==> src/rtl/rgb_pwm_driver.sv <==
// rgb_pwm_driver: double-buffered three-channel PWM for the active-low RGB LED.
// New duties are swapped in only at PWM period boundaries, so a period never tears.
module rgb_pwm_driver #(
    parameter int DUTY_W   = 5,
    parameter int PRESCALE = 24
) (
    input  logic              clk,
    input  logic              rst,
    input  logic [DUTY_W-1:0] duty_r,
    input  logic [DUTY_W-1:0] duty_g,
    input  logic [DUTY_W-1:0] duty_b,
    input  logic              duty_valid,
    output logic              duty_ready,
    input  logic              enable,
    output logic              period_start,
    output logic [2:0]        led
);

    localparam int PS_W = (PRESCALE > 1) ? $clog2(PRESCALE) : 1;
    localparam logic [PS_W-1:0]   PS_LAST   = PS_W'(PRESCALE - 1);
    localparam logic [DUTY_W-1:0] STEP_LAST = '1;

    logic [PS_W-1:0]   prescale_cnt;
    logic [DUTY_W-1:0] step_cnt;
    logic              step_tick;
    logic              boundary;
    logic              accept;
    logic              pending_full;
    logic [DUTY_W-1:0] act_r, act_g, act_b;
    logic [DUTY_W-1:0] pend_r, pend_g, pend_b;
    logic [2:0]        chan_on;

    // >= rather than == so any unused prescaler encoding falls back to 0
    assign step_tick  = (prescale_cnt >= PS_LAST);
    assign boundary   = step_tick && (step_cnt == STEP_LAST);
    assign duty_ready = !pending_full;
    assign accept     = duty_valid && duty_ready;
    assign chan_on    = {step_cnt < act_r, step_cnt < act_b, step_cnt < act_g};

    // Free-running prescaler and PWM step counter, independent of enable
    always_ff @(posedge clk) begin
        if (rst) begin
            prescale_cnt <= '0;
            step_cnt     <= '0;
        end else if (step_tick) begin
            prescale_cnt <= '0;
            step_cnt     <= step_cnt + 1'b1;
        end else begin
            prescale_cnt <= prescale_cnt + 1'b1;
        end
    end

    // Pending buffer fills on handshake and drains into active at a boundary
    always_ff @(posedge clk) begin
        if (rst) begin
            pending_full <= 1'b0;
            pend_r       <= '0;
            pend_g       <= '0;
            pend_b       <= '0;
            act_r        <= '0;
            act_g        <= '0;
            act_b        <= '0;
        end else begin
            if (boundary && pending_full) begin
                act_r        <= pend_r;
                act_g        <= pend_g;
                act_b        <= pend_b;
                pending_full <= 1'b0;
            end
            if (accept) begin
                pend_r       <= duty_r;
                pend_g       <= duty_g;
                pend_b       <= duty_b;
                pending_full <= 1'b1;
            end
        end
    end

    // Registered LED drive (active-low {R,B,G}) and period start pulse
    always_ff @(posedge clk) begin
        if (rst) begin
            led          <= 3'b111;
            period_start <= 1'b0;
        end else begin
            led          <= ~(chan_on & {3{enable}});
            period_start <= boundary;
        end
    end

endmodule
==> config.mk <==
export PLATFORM = sky130hd
export DESIGN_NAME = rgb_pwm_driver
export DESIGN_NICKNAME = d
export VERILOG_FILES = /design/src/rtl/rgb_pwm_driver.sv
export SDC_FILE = /design/constraint.sdc
export NUM_CORES = 1
export LEC_CHECK = 0
export ABC_AREA = 1
export CORE_UTILIZATION = 30
export CTS_CLUSTER_SIZE = 12
export DETAILED_ROUTE_END_ITERATION = 12
export DONT_BUFFER_PORTS = 1
export HOLD_SLACK_MARGIN = 0.12
export PLACE_DENSITY_LB_ADDON = 0.25
export SLEW_MARGIN = 20
export SYNTH_ARGS = -nofsm -noshare
export SYNTH_HDL_FRONTEND = slang
export SYNTH_SLANG_ARGS = --single-unit
==> constraint.sdc <==
create_clock -name clk -period 2.1 [get_ports clk]
set_input_delay 0.21 -clock clk [delete_from_list [all_inputs] [get_ports clk]]
set_output_delay 0.21 -clock clk [all_outputs]
set_load 0.02 [all_outputs]
==> metrics.md, run 1 <==
| Metric | Value |
|---|---|
| CTS tree | `yes` |
| Clk_skew | `8.951 ps` |
| Via count | `1,580` |
| Syn Nets | `294` |
| Initial antenna violation count | `0` |
| PwrDens | `691.0 nW/µm²` |
| Min Tclk post-route | `1693 ps` |
| # H-tree levels | `2` |
| Total GRT Usage | `12.45%` |
| Postcts setup bufs | `0` |
| Storage element area | `900.9 µm²` |
| Tcrit/Tclk final | `80.61%` |
| Nets | `316` |
| Sequential fraction of the synthesis area | `45.95%` |
| Vias per cell | `4.401` |
| CTS sink count | `45` |
| Clock Latency Late Sink | `300 ps` |
| Post-DP HPWL | `2670 µm` |
| Core box area | `6314 µm²` |
| Yosys top cell by area | `dfxtp_1` |
| Max-slew headroom | `68.36%` |
| GP Congestion | `0.7480` |
| Worst slew pin tran | `474.0 ps` |
| Final setup violation count | `0` |
| Syn Inst Count | `260` |
| Fmax | `590.8 MHz` |
| Largest net degree at the start of global routing | `30` |
| DR iter-0 viols | `108` |
| Die Span Y | `82.84 µm` |
| Yosys cell types | `20` |
| Vias in the first global route | `1,511` |
| Worst Path Max Fanout | `23` |
| Synthesized flop and latch total | `45` |
| Final slew viol count | `0` |
| Fill cell count | `707` |
| Layout cells sized above 1 | `6.028%` |
| Ports | `24` |
| Area contributors post-synth | `dfxtp_1, nor2_1, ha_1, nand2_1, o21ai_0` |
| Maxcap violations | `0` |
| Share of the synthesized area in the top cell type | `45.95%` |
| PortBufs | `0` |
| Clk root buf | `clkbuf_8` |
| Syn Area/Cell | `7.541 µm²` |
| Drt wl/cell | `10.83 µm` |
| Row count | `29` |
| Multi-input gate area | `912.1 µm²` |
| Hold WC Path Type | `primary input to register` |
| YS warnings | `0` |
| Grt total ovfl | `0` |
| VDD IR max | `0.3663 mV` |
| Worst setup path start | `step_cnt[1]` |
| Leakage | `1.133 nW` |
| Num CTS Buffers | `5` |
| Setup TNS | `0 ps` |
| Die X | `82.84 µm` |
| Number of failing hold endpoints at the final stage | `0` |
| N_diodes | `0` |
| DRC Markers | `0` |
| R2R Path Start | `step_cnt[1]` |
| First-pass GRT wire length | `6865 µm` |
| Initial core utilization | `31.05%` |
| Router iterations before antenna repair | `5` |
| CTS clk-pin slew, worst paths | `90 ps` |
| WL final | `3888 µm` |
| Synth-to-Final Area Change | `20.23%` |
| RSZ-0062 raised after global routing | `false` |
| HP Start | `rst` |
| Final Hold Slack | `276.5 ps` |
| Die area | `6862 µm²` |
| Clock buffer depth | `2` |
| Element type at the critical path start | `register` |
| CP endpoint kind | `register` |
| WS Path Type | `register to register` |
| CP required | `2330 ps` |
| Remaining antenna violation count | `0` |
| Synthesized area | `1961 µm²` |
| Worst EP arrival | `1920 ps` |
| Outcome | `finished, final reports clean` |
[worst max-delay path: stages, from the launching register on]
cell,delay [ps]
dfxtp_1,340
ha_1,160
nand2_1,70
nor2_1,110
ha_1,190
nand4_2,290
buf_12,270
nand2_1,60
nand2_1,40
nor2_1,90
[layout by cell type (no fill, tap or decap), drive strengths merged]
| master | synthesis | final |
|---|---|---|
| nor2 | 75 | 75 |
| dfxtp | 45 | 45 |
| nand2 | 44 | 44 |
| inv | 25 | 25 |
| o21ai | 23 | 23 |
| dlygate4sd3 | 0 | 18 |
| ha | 15 | 15 |
| a21oi | 9 | 9 |
| buf | 6 | 6 |
| clkbuf | 3 | 5 |
| nand4 | 4 | 4 |
| o21a | 3 | 3 |
| nand3 | 3 | 3 |
| o211ai | 2 | 2 |
| nor3b | 1 | 1 |
| nor3 | 1 | 1 |
| xnor2 | 1 | 1 |
| bufinv | 0 | 1 |
| clkinv | 0 | 1 |
[cells by family (layout without fill, tap and decap cells)]
| kind of cell | after synthesis | after routing | share of synthesized area, % |
|---|---|---|---|
| buffers and inverters | 34 | 56 | 7.530 |
| XOR/XNOR | 1 | 1 | 0.4468 |
| flip-flops | 45 | 45 | 45.95 |
| AO/OA/AOI/OAI | 37 | 37 | 10.08 |
| adder cells (fa/ha/maj) | 15 | 15 | 9.572 |
| AND/OR/NAND/NOR | 128 | 128 | 26.42 |
[layer usage]
layer  up-vias  GRT usage, %  routed length [µm]
li1        859             -                   -
met1       689         15.32                1931
met2        25         20.79                1774
met3         7         3.380                 117
met4         0         4.545                  65
met5         -             0                   0
[area by class of cell]
type	count	share of cell area (%)
repair buffers	24	10.62
clock buffers	5	2.919
well taps	77	4.087
multi-input cells	181	38.69
clock inverters	2	1.486
flip-flops and latches	45	38.22
inverters	25	3.981
[worst paths after layout]
check | slack [ps] | to | cells past startpoint
setup / recovery | 410 | act_r[4] | 9
hold / removal | 280 | led[2] | 2
setup reg to reg | 410 | act_r[4] | 9
hold reg to reg | 470 | prescale_cnt[0] | 1
[state kept, by name, summed over array words and instances, names as in the netlist]
signal        flops
act_b             5
act_g             5
act_r             5
pend_b            5
pend_g            5
pend_r            5
prescale_cnt      5
step_cnt          5
led               3
pending_full      1
period_start      1
[synthesized netlist by cell type]
library cell  instances
nor2_1               75
dfxtp_1              45
nand2_1              43
inv_1                25
o21ai_0              23
ha_1                 15
a21oi_1               9
buf_2                 4
clkbuf_1              3
nand4_1               3
o21a_1                3
buf_6                 2
nand3_2               2
o211ai_1              2
nand2_2               1
nand3_1               1
nand4_2               1
nor3_1                1
nor3b_1               1
xnor2_1               1
[power breakdown]
part	internal [mW]	total (mW)	leakage (nW)	switching [mW]
combinational	0.0492	0.102	0.712	0.0527
clock	0.346	0.629	0.0540	0.283
sequential	0.881	0.898	0.367	0.0166
[stage by stage]
step	utilization (%)	cells	power [mW]	worst slack, ps	area (µm²)
3_5_place_dp	32.84	334	0.9951	444.5	2073
3_3_place_gp	32.84	334	0.9944	487.4	2073
2_1_floorplan	-	260	0.9732	634.8	1961
5_1_grt	37.34	359	1.715	183.5	2357
6_report	37.34	359	1.629	407.2	2357
4_1_cts	37.34	359	1.667	395.2	2357
[repair_timing]
item,in CTS,in global routing
hold buffers,18,0
endpoints found under the setup margin,0,0
resized for setup,0,0
endpoints found under the hold margin,20,0
No activity file was read; power rests on OpenSTA's default activity.
==> run 2: changes to the inputs <==
==> constraint.sdc (replaced) <==
create_clock -name clk -period 1.7 [get_ports clk]
set_input_delay 0.17 -clock clk [delete_from_list [all_inputs] [get_ports clk]]
set_output_delay 0.17 -clock clk [all_outputs]
set_load 0.02 [all_outputs]
==> metrics.md, run 2 (synthesis gave the netlist of run 1 again) <==
| Metric | Value |
|---|---|
| Worst Hold Depth | `4` |
| Int Power | `1.433 mW` |
| Router iterations before antenna repair | `4` |
| Clock Latency Late Sink | `290 ps` |
| Net switching power | `0.4306 mW` |
| Fmax | `660.6 MHz` |
| Die X | `82.84 µm` |
| Met2 Use GR | `18.55%` |
| CTS sink count | `45` |
| Clk_skew | `4.362 ps` |
| Final Util | `36.72%` |
| Most frequent cells in the layout | `nor2_1, dfxtp_1, nand2_1` |
| Vias per cell | `4.291` |
| GRT met3 Usage | `3.479%` |
| Placed Area | `2056 µm²` |
| RSZ-0062 raised after global routing | `false` |
| Power share of the combinational group | `6.6%` |
| # H-tree levels | `2` |
| VDD IR max | `0.4338 mV` |
| Number of failing hold endpoints at the final stage | `0` |
| Worst Hold End | `pend_b[2]` |
| Initial antenna violation count | `0` |
| HP Start | `duty_valid` |
| Drt wl/cell | `10.27 µm` |
| Design Area, Final | `2318 µm²` |
| Via count | `1,549` |
| WL final | `3706 µm` |
| R2R Setup Slk | `190 ps` |
| Clk root buf | `clkbuf_8` |
| Most Crowded Layer GR | `met2` |
| Fill cell count | `676` |
| Worst EP arrival | `1710 ps` |
| DRC Markers | `0` |
| Seq pwr share | `59.5%` |
| Num CTS Buffers | `5` |
| Nets | `317` |
| Clock power share | `33.9%` |
| Max-slew headroom | `70.29%` |
| PwrDens | `803.7 nW/µm²` |
| CP endpoint kind | `register` |
| N_diodes | `0` |
| Final std cells w/o fill | `361` |
| DR iter-0 viols | `46` |
| Vias in the first global route | `1,463` |
| Final Power | `1.863 mW` |
| Min Tclk post-route | `1514 ps` |
| Maxcap violations | `0` |
| Die area | `6862 µm²` |
| Total GRT Usage | `11.68%` |
| WS Path Type | `register to register` |
| Tcrit/Tclk final | `89.05%` |
| Ports | `24` |
| Element type at the critical path start | `register` |
| Met1 Resource Use GR | `14.97%` |
| PortBufs | `0` |
| CP required | `1890 ps` |
| CTS clk-pin slew, worst paths | `80 ps` |
| Remaining antenna violation count | `0` |
| Grt total ovfl | `0` |
| First-pass GRT wire length | `6506 µm` |
| Leakage | `1.117 nW` |
| Hold WC Path Type | `primary input to register` |
| Die Span Y | `82.84 µm` |
| # placed instances | `335` |
| Commonest non-fill, non-tap cell in the layout | `nor2_1` |
| Largest net degree at the start of global routing | `25` |
| Synth-to-Final Area Change | `18.25%` |
| RR Endpoint | `act_g[4]` |
| Sw frac | `23.11%` |
| Final slew viol count | `0` |
| R2R Path Start | `step_cnt[0]` |
| CTS tree | `yes` |
| Worst Reg2Reg Path Length in Cells | `9` |
| Post-DP HPWL | `2586 µm` |
| Final setup violation count | `0` |
| Layout cells sized above 1 | `6.338%` |
| Worst slew pin tran | `445.1 ps` |
| Outcome | `finished, final reports clean` |
| Clock buffer depth | `2` |
| Core box area | `6314 µm²` |
| Row count | `29` |
| GP Congestion | `0.7314` |
| Setup TNS | `0 ps` |
| Postcts setup bufs | `0` |
| Initial core utilization | `31.05%` |
| Worst Path Max Fanout | `24` |
run 2: timing repair:
action,CTS,global route
hold buffers,18,0
gates resized for setup,0,0
endpoints found under the hold margin,21,0
run 2: how the worst max path moves through the flow:
stage	from	endpoint	slack (ps)	cells after the start
after floorplan	step_cnt[1]	pending_full	230	8
after global placement	step_cnt[0]	act_b[1]	220	9
after detailed placement	step_cnt[0]	act_g[4]	190	9
after CTS	step_cnt[0]	act_g[4]	170	9
after global routing	step_cnt[0]	act_g[4]	40	9
final	step_cnt[0]	act_g[4]	190	9
run 2: layer usage:
metal / wire length [µm] / part of all wire, %
met1: 1897 / 51
met2: 1684 / 45
met5: 0 / 0
met3: 84 / 2.3
met4: 40 / 1.1
run 2: worst max-delay path: stages (launching register included):
cell,delay [ps]
dfxtp_1,330
ha_1,210
nand2_1,80
nor2_1,40
ha_1,190
nand4_2,100
buf_4,260
nand2_1,90
nand2_1,70
nor2_1,40
run 2: power groups by stage:
stage / combinational (mW) / clock (mW) / sequential, mW
4_1_cts: 0.125 / 0.662 / 1.11
5_1_grt: 0.144 / 0.699 / 1.11
3_5_place_dp: 0.0916 / 0 / 1.13
2_1_floorplan: 0.0735 / 0 / 1.13
3_3_place_gp: 0.0907 / 0 / 1.13
6_report: 0.123 / 0.631 / 1.11
run 2: final cells by class:
type,count,area [µm²],area share (%)
Multi-Input combinational cell,181,912.1,39.34
Clock inverter,2,10.01,0.4317
Timing Repair Buffer,25,232.7,10.04
Inverter,25,93.84,4.047
Sequential cell,45,900.9,38.86
Clock buffer,6,72.57,3.130
Tap cell,77,96.34,4.155
run 2: stage by stage:
stage | setup WS [ps] | hold WS (ps)
after global routing | 38.04 | 359.9
final | 186.1 | 320.2
after CTS | 174.3 | 319.0
after detailed placement | 192.6 | 244.9
after floorplan | 234.8 | 241.7
after global placement | 218.4 | 242.8
==> run 3: changes to the inputs <==
--- a/config.mk
+++ b/config.mk
@@ -6,6 +6,8 @@
 export NUM_CORES = 1
 export LEC_CHECK = 0
 export ABC_AREA = 1
+export CELL_PAD_IN_SITES_DETAIL_PLACEMENT = 1
+export CELL_PAD_IN_SITES_GLOBAL_PLACEMENT = 1
 export CORE_UTILIZATION = 30
 export CTS_CLUSTER_SIZE = 12
 export DETAILED_ROUTE_END_ITERATION = 12
==> metrics.md, run 3 (synthesis gave the netlist of run 1 again) <==
| Metric | Value |
|---|---|
| Initial antenna violation count | `0` |
| First-pass GRT wire length | `7679 µm` |
| Outcome | `finished, final reports clean` |
| Worst Hold Depth | `3` |
| Clock Latency Late Sink | `300 ps` |
| Final setup violation count | `0` |
| WS Path Type | `register to register` |
| Number of failing hold endpoints at the final stage | `0` |
| Total GRT Usage | `13.88%` |
| Final slew viol count | `0` |
| Tcrit/Tclk final | `86.00%` |
| Nets | `318` |
| Drt wl/cell | `12.28 µm` |
| RSZ-0062 raised after global routing | `false` |
| Vias in the first global route | `1,633` |
| Clk root buf | `clkbuf_8` |
| Most frequent cells in the layout | `nor2_1, dfxtp_1, nand2_1` |
| Worst Path Max Fanout | `31` |
| PwrDens | `811.0 nW/µm²` |
| # H-tree levels | `2` |
| N_diodes | `0` |
| Ports | `24` |
| CP endpoint kind | `register` |
| Core box area | `6314 µm²` |
| Placed Area | `2076 µm²` |
| VDD IR max | `0.3340 mV` |
| R2R Setup Slk | `240 ps` |
| Die X | `82.84 µm` |
| Design Area, Final | `2340 µm²` |
| Post-DP HPWL | `3101 µm` |
| Row count | `29` |
| Clock buffer depth | `2` |
| Layout cells sized above 1 | `6.316%` |
| Grt total ovfl | `0` |
| Min Tclk post-route | `1462 ps` |
| CP required | `1890 ps` |
| Worst EP arrival | `1650 ps` |
| HP Start | `rst` |
| GP Congestion | `0.7200` |
| CTS Hold Buffers Added | `18` |
| CTS tree | `yes` |
| WL final | `4446 µm` |
| DR iter-0 viols | `53` |
| Maxcap violations | `0` |
| Die area | `6862 µm²` |
| Die Span Y | `82.84 µm` |
| PostCTS Resize Cnt | `0` |
| Via count | `1,644` |
| Clk_skew | `7.405 ps` |
| CTS clk-pin slew, worst paths | `80 ps` |
| Commonest non-fill, non-tap cell in the layout | `nor2_1` |
| Router iterations before antenna repair | `4` |
| PortBufs | `0` |
| Worst Hold End | `act_g[0]` |
| Postcts setup bufs | `0` |
| Initial core utilization | `31.05%` |
| Hold WC Path Type | `primary input to register` |
| Num CTS Buffers | `5` |
| Element type at the critical path start | `register` |
| Max-slew headroom | `67.12%` |
| Leakage | `1.122 nW` |
| Synth-to-Final Area Change | `19.34%` |
| Setup TNS | `0 ps` |
| R2R Path Start | `step_cnt[0]` |
| DRC Markers | `0` |
| Vias per cell | `4.541` |
| CTS sink count | `45` |
| Remaining antenna violation count | `0` |
| Worst Reg2Reg Path Length in Cells | `8` |
| Worst slew pin tran | `492.7 ps` |
| RR Endpoint | `act_g[1]` |
| Fmax | `684.0 MHz` |
| Largest net degree at the start of global routing | `32` |
==> run 3: cell types whose count changed in the layout (fill, tap and decap cells not counted), sizes merged <==
cell / before / now
clkinv: 2 / 0
clkinvlp: 0 / 1
buf: 7 / 8
clkbuf: 6 / 7
==> run 3: area by class of cell <==
type,count,area (µm²)
clock inverter,1,7.507
inverter,25,93.84
sequential,45,900.9
timing repair buffer,26,252.7
clock buffer,7,76.32
fill,814,3974
multi-input combinational,181,912.1
tap,77,96.34
==> run 3: critical path, cell delays in order, from the launching register on <==
cell and delay [ps]:
dfxtp_1 340, ha_1 170, nand2_1 70, nor2_1 110, ha_1 190, nand4_2 130
buf_12 190, nor2_1 120, nor2_1 60
==> run 3: worst max-delay path by stage <==
stage / start / endpoint / cells after the start
after floorplan: step_cnt[1] / pending_full / 8
after global placement: step_cnt[0] / act_b[3] / 8
after global routing: step_cnt[0] / act_b[0] / 9
after CTS: step_cnt[0] / act_g[1] / 8
final: step_cnt[0] / act_g[1] / 8
after detailed placement: step_cnt[0] / act_g[1] / 8
==> run 3: through the flow <==
| step | setup WS (ps) | hold slack, ps | cells | util, % | power (mW) |
|---|---|---|---|---|---|
| final | 238.1 | 255.5 | 362 | 37.06 | 1.897 |
| after global routing | 88.30 | 280.5 | 362 | 37.06 | 2.004 |
| after CTS | 214.2 | 251.9 | 362 | 37.06 | 1.929 |
| after detailed placement | 229.3 | 245.2 | 336 | 32.88 | 1.232 |
| after global placement | 274.1 | 242.8 | 336 | 32.88 | 1.230 |
| after floorplan | 234.8 | 241.7 | 260 | - | 1.202 |
==> run 3: layer usage <==
layer  GRT usage (%)  part of all wire (%)  wire length [µm]
met1           17.54                    50              2233
met2           22.65                    46              2028
met3           3.380                   2.4               105
met4           5.643                   1.8                78
met5               0                     0                 0
==> run 3: where the power goes <==
group | leakage (nW) | internal, mW | switching, mW
clock network | 0.0385 | 0.291 | 0.367
logic | 0.717 | 0.0611 | 0.0678
registers | 0.367 | 1.09 | 0.0212
total | 1.12 | 1.44 | 0.456
